==> config.mk <==
export PLATFORM = sky130hd
export DESIGN_NAME = llr_cw_framer
export DESIGN_NICKNAME = d
export VERILOG_FILES = /design/src/rtl/ldpc_pkg.sv /design/src/rtl/avalon_st_skid.sv /design/src/rtl/llr_cw_framer.sv
export SDC_FILE = /design/constraint.sdc
export NUM_CORES = 1
export LEC_CHECK = 0
export CORE_ASPECT_RATIO = 0.5
export CORE_MARGIN = 4
export CORE_UTILIZATION = 47
export CTS_CLUSTER_SIZE = 25
export DETAILED_ROUTE_END_ITERATION = 12
export HOLD_SLACK_MARGIN = 0.1
export PLACE_DENSITY = 0.76
export SLEW_MARGIN = 0
export SYNTH_ARGS = -nofsm -noshare
export SYNTH_HDL_FRONTEND = slang
export SYNTH_SLANG_ARGS = --single-unit
export TNS_END_PERCENT = 10
==> constraint.sdc <==
create_clock -name clk_clk -period 1.8 [get_ports clk_clk]
set_input_delay 0.18 -clock clk_clk [delete_from_list [all_inputs] [get_ports clk_clk]]
set_output_delay 0.18 -clock clk_clk [all_outputs]
set_load 0.01 [all_outputs]
==> src/rtl/ldpc_pkg.sv <==
// Shared LDPC front-end definitions.
//   LLR_OUT_W    : decoder soft-input width
//   CW_LEN_*     : supported codeword lengths (802.11n LDPC)
//   cw_beat_t    : one decoder input beat {sop, eop, llr}
//   sat_llr()    : symmetric clamp to +/-(2^(out_w-1)-1); the most negative code is never produced
package ldpc_pkg;

  localparam int unsigned LLR_OUT_W   = 6;
  localparam int unsigned CW_LEN_648  = 648;
  localparam int unsigned CW_LEN_1296 = 1296;
  localparam int unsigned CW_LEN_1944 = 1944;

  typedef struct packed {
    logic                        sop;
    logic                        eop;
    logic signed [LLR_OUT_W-1:0] llr;
  } cw_beat_t;

  function automatic logic signed [31:0] sat_llr(input logic signed [31:0] q,
                                                 input int unsigned       out_w);
    logic signed [31:0] lim;
    lim = (32'sd1 <<< (out_w - 1)) - 32'sd1;
    if (q > lim)
      return lim;
    else if (q < -lim)
      return -lim;
    else
      return q;
  endfunction

endpackage

==> src/rtl/avalon_st_skid.sv <==
// Two-entry Avalon-ST skid buffer with a registered ready.
//   clk, rst      : clock, synchronous active-high reset
//   in_valid/in_ready/in_data    : upstream side; in_ready = skid entry empty
//   out_valid/out_ready/out_data : downstream side; held stable while stalled
module avalon_st_skid #(
  parameter int unsigned DATA_W = 8
) (
  input  logic              clk,
  input  logic              rst,
  input  logic              in_valid,
  output logic              in_ready,
  input  logic [DATA_W-1:0] in_data,
  output logic              out_valid,
  input  logic              out_ready,
  output logic [DATA_W-1:0] out_data
);

  logic              ov, sv, rdy;
  logic              ov_n, sv_n;
  logic [DATA_W-1:0] od, sd, od_n, sd_n;
  logic              push, pop;

  assign push      = in_valid & rdy;
  assign pop       = ov & out_ready;
  assign in_ready  = rdy;
  assign out_valid = ov;
  assign out_data  = od;

  // Pop is resolved first so a simultaneous push/pop with one entry held
  // passes straight through the output register. A push only happens while
  // the skid entry is empty, so the second entry can never be overwritten.
  always_comb begin
    ov_n = ov;
    sv_n = sv;
    od_n = od;
    sd_n = sd;
    if (pop) begin
      if (sv) begin
        od_n = sd;
        sv_n = 1'b0;
      end else begin
        ov_n = 1'b0;
      end
    end
    if (push) begin
      if (!ov_n) begin
        od_n = in_data;
        ov_n = 1'b1;
      end else begin
        sd_n = in_data;
        sv_n = 1'b1;
      end
    end
  end

  always_ff @(posedge clk) begin
    if (rst) begin
      ov  <= 1'b0;
      sv  <= 1'b0;
      rdy <= 1'b0;
      od  <= '0;
      sd  <= '0;
    end else begin
      ov  <= ov_n;
      sv  <= sv_n;
      rdy <= ~sv_n;
      od  <= od_n;
      sd  <= sd_n;
    end
  end

endmodule

==> src/rtl/llr_cw_framer.sv <==
// LDPC decoder input framer.
// Rounds, shifts and saturates signed demapper LLRs, then frames each codeword
// (started by in_sof) as one Avalon-ST packet of CW_LEN beats.
//   clk_clk, reset_reset            : clock, synchronous active-high reset
//   in_valid/in_ready/in_sof/in_data: LLR input stream
//   out_valid/out_ready/out_data    : decoder cw_in stream
//   out_startofpacket/out_endofpacket: packet delimiters
//   frame_cnt    : packets whose last beat was accepted (wraps)
//   sync_err_cnt : in_sof seen mid-frame (saturates at 255)
module llr_cw_framer
  import ldpc_pkg::*;
#(
  parameter int unsigned IN_W   = 16,
  parameter int unsigned OUT_W  = LLR_OUT_W,
  parameter int unsigned SHIFT  = 4,
  parameter int unsigned CW_LEN = CW_LEN_648
) (
  input  logic             clk_clk,
  input  logic             reset_reset,
  input  logic             in_valid,
  output logic             in_ready,
  input  logic             in_sof,
  input  logic [IN_W-1:0]  in_data,
  output logic             out_startofpacket,
  output logic             out_endofpacket,
  output logic             out_valid,
  input  logic             out_ready,
  output logic [OUT_W-1:0] out_data,
  output logic [15:0]      frame_cnt,
  output logic [7:0]       sync_err_cnt
);

  localparam int unsigned IDX_W = (CW_LEN > 1) ? $clog2(CW_LEN) : 1;
  localparam int          RND_I = (SHIFT == 0) ? 0 : (1 << (SHIFT - 1));
  localparam logic signed [IN_W:0] RND = (IN_W + 1)'(RND_I);

  typedef enum logic {HUNT, FRAME} state_t;

  state_t           state, state_n;
  logic [IDX_W-1:0] idx, idx_n;
  logic             accept, fwd, sop, eop, frame_inc, sync_err;
  logic signed [IN_W:0] t, q;
  logic signed [31:0]   q_sat;
  cw_beat_t         beat_in, beat_out;

  // Quantiser: one extra bit of headroom so the rounding offset cannot wrap.
  always_comb begin
    t     = $signed({in_data[IN_W-1], in_data}) + RND;
    q     = t >>> SHIFT;
    q_sat = sat_llr(32'(q), OUT_W);
  end

  assign accept = in_valid & in_ready;

  always_comb begin
    state_n   = state;
    idx_n     = idx;
    fwd       = 1'b0;
    sop       = 1'b0;
    eop       = 1'b0;
    frame_inc = 1'b0;
    sync_err  = 1'b0;
    if (accept) begin
      case (state)
        HUNT: begin
          if (in_sof) begin
            fwd     = 1'b1;
            sop     = 1'b1;
            idx_n   = IDX_W'(1);
            state_n = FRAME;
          end
        end
        FRAME: begin
          fwd      = 1'b1;
          sync_err = in_sof;
          if (idx == IDX_W'(CW_LEN - 1)) begin
            eop       = 1'b1;
            frame_inc = 1'b1;
            idx_n     = '0;
            state_n   = HUNT;
          end else begin
            idx_n = idx + IDX_W'(1);
          end
        end
        default: state_n = HUNT;
      endcase
    end
  end

  always_ff @(posedge clk_clk) begin
    if (reset_reset) begin
      state        <= HUNT;
      idx          <= '0;
      frame_cnt    <= '0;
      sync_err_cnt <= '0;
    end else begin
      state <= state_n;
      idx   <= idx_n;
      if (frame_inc)
        frame_cnt <= frame_cnt + 16'd1;
      if (sync_err && sync_err_cnt != 8'hFF)
        sync_err_cnt <= sync_err_cnt + 8'd1;
    end
  end

  always_comb begin
    beat_in.sop = sop;
    beat_in.eop = eop;
    beat_in.llr = LLR_OUT_W'(q_sat);
  end

  // Discarded HUNT beats are consumed here and never pushed into the skid.
  avalon_st_skid #(
    .DATA_W($bits(cw_beat_t))
  ) u_skid (
    .clk       (clk_clk),
    .rst       (reset_reset),
    .in_valid  (fwd),
    .in_ready  (in_ready),
    .in_data   (beat_in),
    .out_valid (out_valid),
    .out_ready (out_ready),
    .out_data  (beat_out)
  );

  assign out_startofpacket = beat_out.sop;
  assign out_endofpacket   = beat_out.eop;
  assign out_data          = OUT_W'(beat_out.llr);

endmodule

==> results of run 1 <==
area by class of cell:
cell class	count	area share
timing repair buffer	103	0.2250
tap	73	0.02250
clock inverter	1	0.002157
clock buffer	7	0.03513
sequential	54	0.2675
inverter	6	0.005547
multi-input combinational	268	0.4422
metal layers:
metal / GRT usage / vias up / part of all wire
met5: 0 / - / 0
met4: 0.05547 / 0 / 0.0092
met3: 0.04250 / 6 / 0.054
met2: 0.3567 / 78 / 0.50
met1: 0.2386 / 1349 / 0.44
li1: - / 1433 / -
cell families after synthesis:
logic type               share of synthesized area
AO/OA/AOI/OAI                               0.1846
XOR/XNOR                                   0.07437
adder cells (fa/ha/maj)                    0.01771
buffers and inverters                      0.02656
flip-flops                                  0.3825
multiplexers                               0.04250
AND/OR/NAND/NOR                             0.2718
worst register-to-register path, stage by stage (launching register included):
cell	delay, ns
dfxtp_2	0.33
ha_1	0.21
buf_4	0.15
nand2_1	0.14
o31ai_4	0.08
buf_4	0.16
a311o_1	0.32
a311oi_1	0.25
worst min-delay path by stage:
stage	startpoint	endpoint	slack, ns	depth (start not counted)
6_report	reset_reset	idx[1]$_SDFFE_PP0P_	0.31	2
5_1_grt	in_data[4]	u_skid.out_data[0]$_SDFF_PP0_	0.36	3
4_1_cts	reset_reset	idx[1]$_SDFFE_PP0P_	0.30	2
3_5_place_dp	u_skid.sd[5]$_SDFFE_PP0P_	u_skid.sd[5]$_SDFFE_PP0P_	0.45	2
3_3_place_gp	u_skid.sd[6]$_SDFFE_PP0P_	u_skid.sd[6]$_SDFFE_PP0P_	0.44	2
2_1_floorplan	in_valid	state$_SDFFE_PP0P_	0.39	2
report_power, final:
group | switching (mW) | leakage (nW) | total, mW | internal (mW)
logic | 0.158 | 1.11 | 0.312 | 0.154
registers | 0.0106 | 0.439 | 1.22 | 1.21
clock network | 0.425 | 0.0745 | 0.985 | 0.560
total | 0.594 | 1.62 | 2.52 | 1.93
flip-flops by register name (all words and copies together), names as in the netlist:
signal            count
state                 1
u_skid.sv             1
u_skid.out_data       8
u_skid.sd             8
u_skid.out_valid      1
sync_err_cnt          8
frame_cnt            16
u_skid.in_ready       1
idx                  10
cell usage in the layout (no fill, tap or decap), drive strengths merged, types with 9 or more instances in the layout:
cell type      instances
clkdlybuf4s50         43
nand2                 32
o21ai                 15
dfxtp                 54
nand3                 18
a21oi                 19
buf                   53
nor2                  46
xor2                  11
and3                  11
nor3                  15
a211oi                 9
mux2i                 12
xnor2                 13
timing repair:
item,in CTS,in global routing
resized for setup,9,31
endpoints found under the setup margin,7,19
pin swaps,2,12
setup buffers,0,1
==> results.py, run 1 <==
metrics = {
    "synth": {
        "synth-async-reset-ratio": 0,
        "syn_area_sq_um": 2826,
        "synth_flop_cell": "dfxtp_1",
        "synth_nets": 366,
        "yosys_warnings": 0,
        "synth_commonest_cells": "dfxtp_1, nor2_1, nand2_1, a21oi_1, nand3_1",
        "avgSynthCellArea_sq_um": 8.289,
        "yosys.cell_count.top_type": "dfxtp_1",
        "ys_types": 50,
        "syn-instance-count": 341,
        "synth_edf_count": 0,
        "ys_top_cells_by_area": "dfxtp_1, nor2_1, mux2i_1",
        "ys_ff_latch": 54,
        "synth_top_cell_by_area": "dfxtp_1",
        "seq_area_frac_synth": 0.3825,
        "synth_top_area_frac": 0.3825,
    },
    "finish": {
        "design_area_sq_um": 4060,
        "diodes": 0,
        "multi_input_area_sq_um": 1795,
        "drive_above_1_share": 0.2232,
        "post-route-util": 0.7176,
        "fillers": 432,
        "final_cells": 512,
        "final_net_count": 463,
        "syn2layout_area_growth_pct": 43.65,
        "final-seq-area_sq_um": 1086,
    },
    "grt": {
        "grt_pass1_wl_um": 12490,
        "grt_overflow": 0,
        "gr-usage-all-layers": 0.1976,
        "grt_pass1_vias": 2792,
        "grt_max_degree": 25,
        "antenna_found_initial": 0,
    },
    "clock_tree": {
        "clock_latency_ns": 0.29,
        "clock_sink_count": 54,
        "cts_tree": "built",
        "clk_pin_slew_ns": 0.07,
        "clock_path_buffers": 2,
        "cts_buffers": 5,
        "hold_buffers": 0,
        "cts_htree_levels": 2,
        "cts-root-buf": "clkbuf_16",
    },
    "timing": {
        "final.setup.tns_ns": 0,
        "whs_ns": 0.3123,
        "slew_headroom": 0.7001,
        "fin_ws_ns": 0.07524,
        "post-route-period-util": 0.9582,
        "min_period_ns": 1.725,
        "slew_viol_final": 0,
        "tightest_slew_ns": 0.4498,
        "setup_violations": 0,
        "timing.fmax_mhz": 579.8,
        "hold_viol": 0,
        "skew_ns": 0.01047,
    },
    "setup_path": {
        "start_kind": "register",
        "timing.rr.end": "idx[9]$_SDFFE_PP0P_",
        "cp-end-kind": "register",
        "max_stage_delay_ns": 0.33,
        "cp_data_required_time_ns": 2.00,
        "reg2reg_slack_ns": 0.08,
        "arrival_ns": 1.92,
        "rr_worst_depth": 7,
        "critical_path.max_fanout": 6,
        "path_class": "reg -> reg",
        "path_buf_inv": 2,
        "path_delay_family": "compound AO/OA/AOI/OAI gates",
        "slowest_stage": "dfxtp_2",
        "crit_path_end": "idx[9]$_SDFFE_PP0P_",
        "cp_num_cells": 7,
        "path_cells": "ha_1 -> buf_4 -> nand2_1 -> o31ai_4 -> buf_4 -> a311o_1 -> a311oi_1",
        "rr_startpoint": "idx[0]$_SDFFE_PP0P_",
        "cpMostUsedCell": "buf_4",
        "worstSetupStartpoint": "idx[0]$_SDFFE_PP0P_",
    },
    "floorplan": {
        "die_h_um": 62.84,
        "io_pins": 55,
        "start_util": 0.4996,
        "rows": 19,
        "dieArea_sq_um": 7394,
        "fp.dieW_um": 117.7,
        "core_sq_um": 5658,
    },
    "detailed_routing": {
        "ant_nets": 0,
        "post_drt_via_cell_ratio": 5.598,
        "firstDrtPassIters": 4,
        "routedWlPerCell_um": 14.60,
        "drc": 0,
        "first_iter_violations": 176,
        "totalWireLength_um": 7477,
        "num_vias": 2866,
    },
    "pwr": {
        "power.density_nw_per_um2": 620.4,
        "power_leakage_nw": 1.619,
        "vdd_drop_max_mv": 0.4401,
        "total_power_mw": 2.519,
    },
    "outcome": {
        "status": "completed",
    },
    "placed_design": {
        "io_buffers": 51,
        "hpwl_um": 5346,
        "place_area_sq_um": 3754,
        "place_inst": 503,
        "dp_slack_ns": -0.4006,
        "gp_congestion": 0.8472,
    },
    "hold_path": {
        "hold_class": "in -> reg",
    },
    "flow_run": {
        "drv_cap": 0,
    },
}
Power figures use the tool's default switching activity.
==> inputs of run 2 (changes only) <==
--- a/config.mk
+++ b/config.mk
@@ -5,13 +5,14 @@
 export SDC_FILE = /design/constraint.sdc
 export NUM_CORES = 1
 export LEC_CHECK = 0
+export ABC_AREA = 1
 export CORE_ASPECT_RATIO = 0.5
 export CORE_MARGIN = 4
-export CORE_UTILIZATION = 47
+export CORE_UTILIZATION = 48
 export CTS_CLUSTER_SIZE = 25
 export DETAILED_ROUTE_END_ITERATION = 12
 export HOLD_SLACK_MARGIN = 0.1
-export PLACE_DENSITY = 0.76
+export PLACE_DENSITY = 0.77
 export SLEW_MARGIN = 0
 export SYNTH_ARGS = -nofsm -noshare
 export SYNTH_HDL_FRONTEND = slang
==> results.py, run 2 <==
metrics = {
    "outcome": {
        "status": "completed",
    },
    "clock_tree": {
        "clock_path_buffers": 2,
        "cts_tree": "built",
        "clock_latency_ns": 0.29,
        "cts_buffers": 5,
        "hold_buffers": 0,
        "clock_sink_count": 54,
        "cts-root-buf": "clkbuf_16",
        "cts_htree_levels": 2,
        "clk_pin_slew_ns": 0.07,
    },
    "detailed_routing": {
        "ant_nets": 0,
        "totalWireLength_um": 6873,
        "routedWlPerCell_um": 11.12,
        "firstDrtPassIters": 5,
        "post_drt_via_cell_ratio": 4.940,
        "first_iter_violations": 174,
        "drc": 0,
        "num_vias": 3053,
    },
    "finish": {
        "final_net_count": 554,
        "drive_above_1_share": 0.1547,
        "final_common_cell": "nand2_1",
        "largest_register_ffs": 16,
        "design_area_sq_um": 4070,
        "post-route-util": 0.6693,
        "syn2layout_area_growth_pct": 34.31,
        "diodes": 0,
        "final_cell_mix": "nand2_1, inv_1, dfxtp_1",
        "largest_register": "frame_cnt",
        "top_regs": "frame_cnt (16), idx (10)",
        "final_cells": 618,
    },
    "setup_path": {
        "path_cells": "clkdlybuf4s50_1 -> nand2_2 -> nor2_4 -> nand3_2 -> nand2_1 -> nand2_1 -> nor2_1 -> nand2_2 -> nand2_2 -> nand4_1 -> nand2_1 -> inv_1",
        "max_stage_delay_ns": 0.54,
        "path_class": "in -> reg",
        "critical_path.max_fanout": 6,
        "arrival_ns": 1.87,
        "cp-end-kind": "register",
        "cp_data_required_time_ns": 1.99,
        "start_kind": "primary input",
        "slowest_stage": "clkdlybuf4s50_1",
    },
    "timing": {
        "hold_viol": 0,
        "setup_violations": 0,
        "fin_ws_ns": 0.1279,
        "post-route-period-util": 0.9289,
        "slew_headroom": 0.6172,
        "min_period_ns": 1.672,
        "skew_ns": 0.004869,
        "timing.fmax_mhz": 598.1,
        "tightest_slew_ns": 0.5735,
        "slew_viol_final": 0,
    },
    "synth": {
        "yosys.cell_count.top_type": "nand2_1",
        "yosys_warnings": 0,
        "synth-async-reset-ratio": 0,
        "syn_area_sq_um": 3030,
        "synth_edf_count": 0,
        "synth_commonest_cells": "nand2_1, inv_1, dfxtp_1, nand3_1, nor2_1",
        "synth_top_cell_by_area": "dfxtp_1",
        "ys_types": 37,
        "seq_area_frac_synth": 0.3567,
        "synth_flop_cell": "dfxtp_1",
        "ys_top_cells_by_area": "dfxtp_1, nand2_1, inv_1",
        "ys_ff_latch": 54,
        "synth_nets": 475,
        "synth_top_area_frac": 0.3567,
        "avgSynthCellArea_sq_um": 6.734,
        "syn-instance-count": 450,
    },
    "floorplan": {
        "fp.dieW_um": 120.4,
        "die_h_um": 64.19,
        "dieArea_sq_um": 7726,
        "start_util": 0.4984,
        "rows": 20,
        "core_sq_um": 6081,
        "io_pins": 55,
    },
    "pwr": {
        "power_leakage_nw": 1.684,
        "total_power_mw": 2.471,
        "vdd_drop_max_mv": 0.3747,
        "power.density_nw_per_um2": 607.0,
    },
    "placed_design": {
        "hpwl_um": 5142,
        "gp_congestion": 0.8429,
        "place_area_sq_um": 3842,
        "io_buffers": 51,
        "place_inst": 609,
        "dp_slack_ns": -0.2445,
    },
    "hold_path": {
        "hold_class": "reg -> reg",
    },
    "flow_run": {
        "drv_cap": 0,
    },
    "grt": {
        "grt_pass1_wl_um": 11870,
        "grt_max_degree": 34,
        "grt_overflow": 0,
        "antenna_found_initial": 0,
        "grt_pass1_vias": 2830,
        "gr-usage-all-layers": 0.1806,
    },
}
-- run 2: timing repair --
item	in CTS	in global routing
setup buffers	0	0
setup endpoints to repair	0	22
resized for setup	0	21
-- run 2: cells by family after synthesis --
kind of cell / Yosys count / synth area share
AO/OA/AOI/OAI: 72 / 0.1358
XOR/XNOR: 10 / 0.02890
flip-flops: 54 / 0.3567
multiplexers: 1 / 0.003303
buffers and inverters: 75 / 0.09579
adder cells (fa/ha/maj): 4 / 0.01652
AND/OR/NAND/NOR: 234 / 0.3629
-- run 2: through the flow --
stage | hold WS (ns) | setup TNS [ns]
global route | 0.5186 | -0.01107
finish | 0.4737 | 0
detailed placement | 0.4722 | -2.267
CTS | 0.4859 | 0
floorplan | 0.3616 | 0
global placement | 0.4581 | -1.844
-- run 2: critical path: cells and delay by family --
family | cells | cell delay (ns)
and+or+nand+nor | 10 | 1.10
buffers and inverters | 2 | 0.57
-- run 2: final timing paths --
kind	start	end	slack [ns]	cells past startpoint
max	in_data[6]	u_skid.sd[0]$_SDFFE_PP0P_	0.13	12
min	sync_err_cnt[0]$_SDFFE_PP0P_	sync_err_cnt[0]$_SDFFE_PP0P_	0.47	1
min reg2reg	sync_err_cnt[0]$_SDFFE_PP0P_	sync_err_cnt[0]$_SDFFE_PP0P_	0.47	1
max reg2reg	sync_err_cnt[0]$_SDFFE_PP0P_	sync_err_cnt[6]$_SDFFE_PP0P_	0.18	9
-- run 2: final cells by class --
| cell class | instances | area (sq um) |
|---|---|---|
| Multi-Input combinational cell | 322 | 1734 |
| Fill cell | 556 | 2011 |
| Inverter | 65 | 244.0 |
| Timing Repair Buffer | 81 | 755.7 |
| Clock buffer | 6 | 128.9 |
| Clock inverter | 2 | 13.76 |
| Sequential cell | 54 | 1084 |
| Tap cell | 88 | 110.1 |
-- run 2: routing by layer --
layer,GRT usage,part of all wire,vias to the layer above
met3,0.03448,0.043,9
met2,0.3231,0.48,67
met4,0.05508,0.010,0
met1,0.2210,0.47,1346
met5,0,0,-
li1,-,-,1631
-- run 2: power breakdown --
group / internal, mW / switching [mW] / leakage [nW]
clock network: 0.516 / 0.409 / 0.0708
registers: 1.22 / 0.0144 / 0.438
logic: 0.152 / 0.162 / 1.18
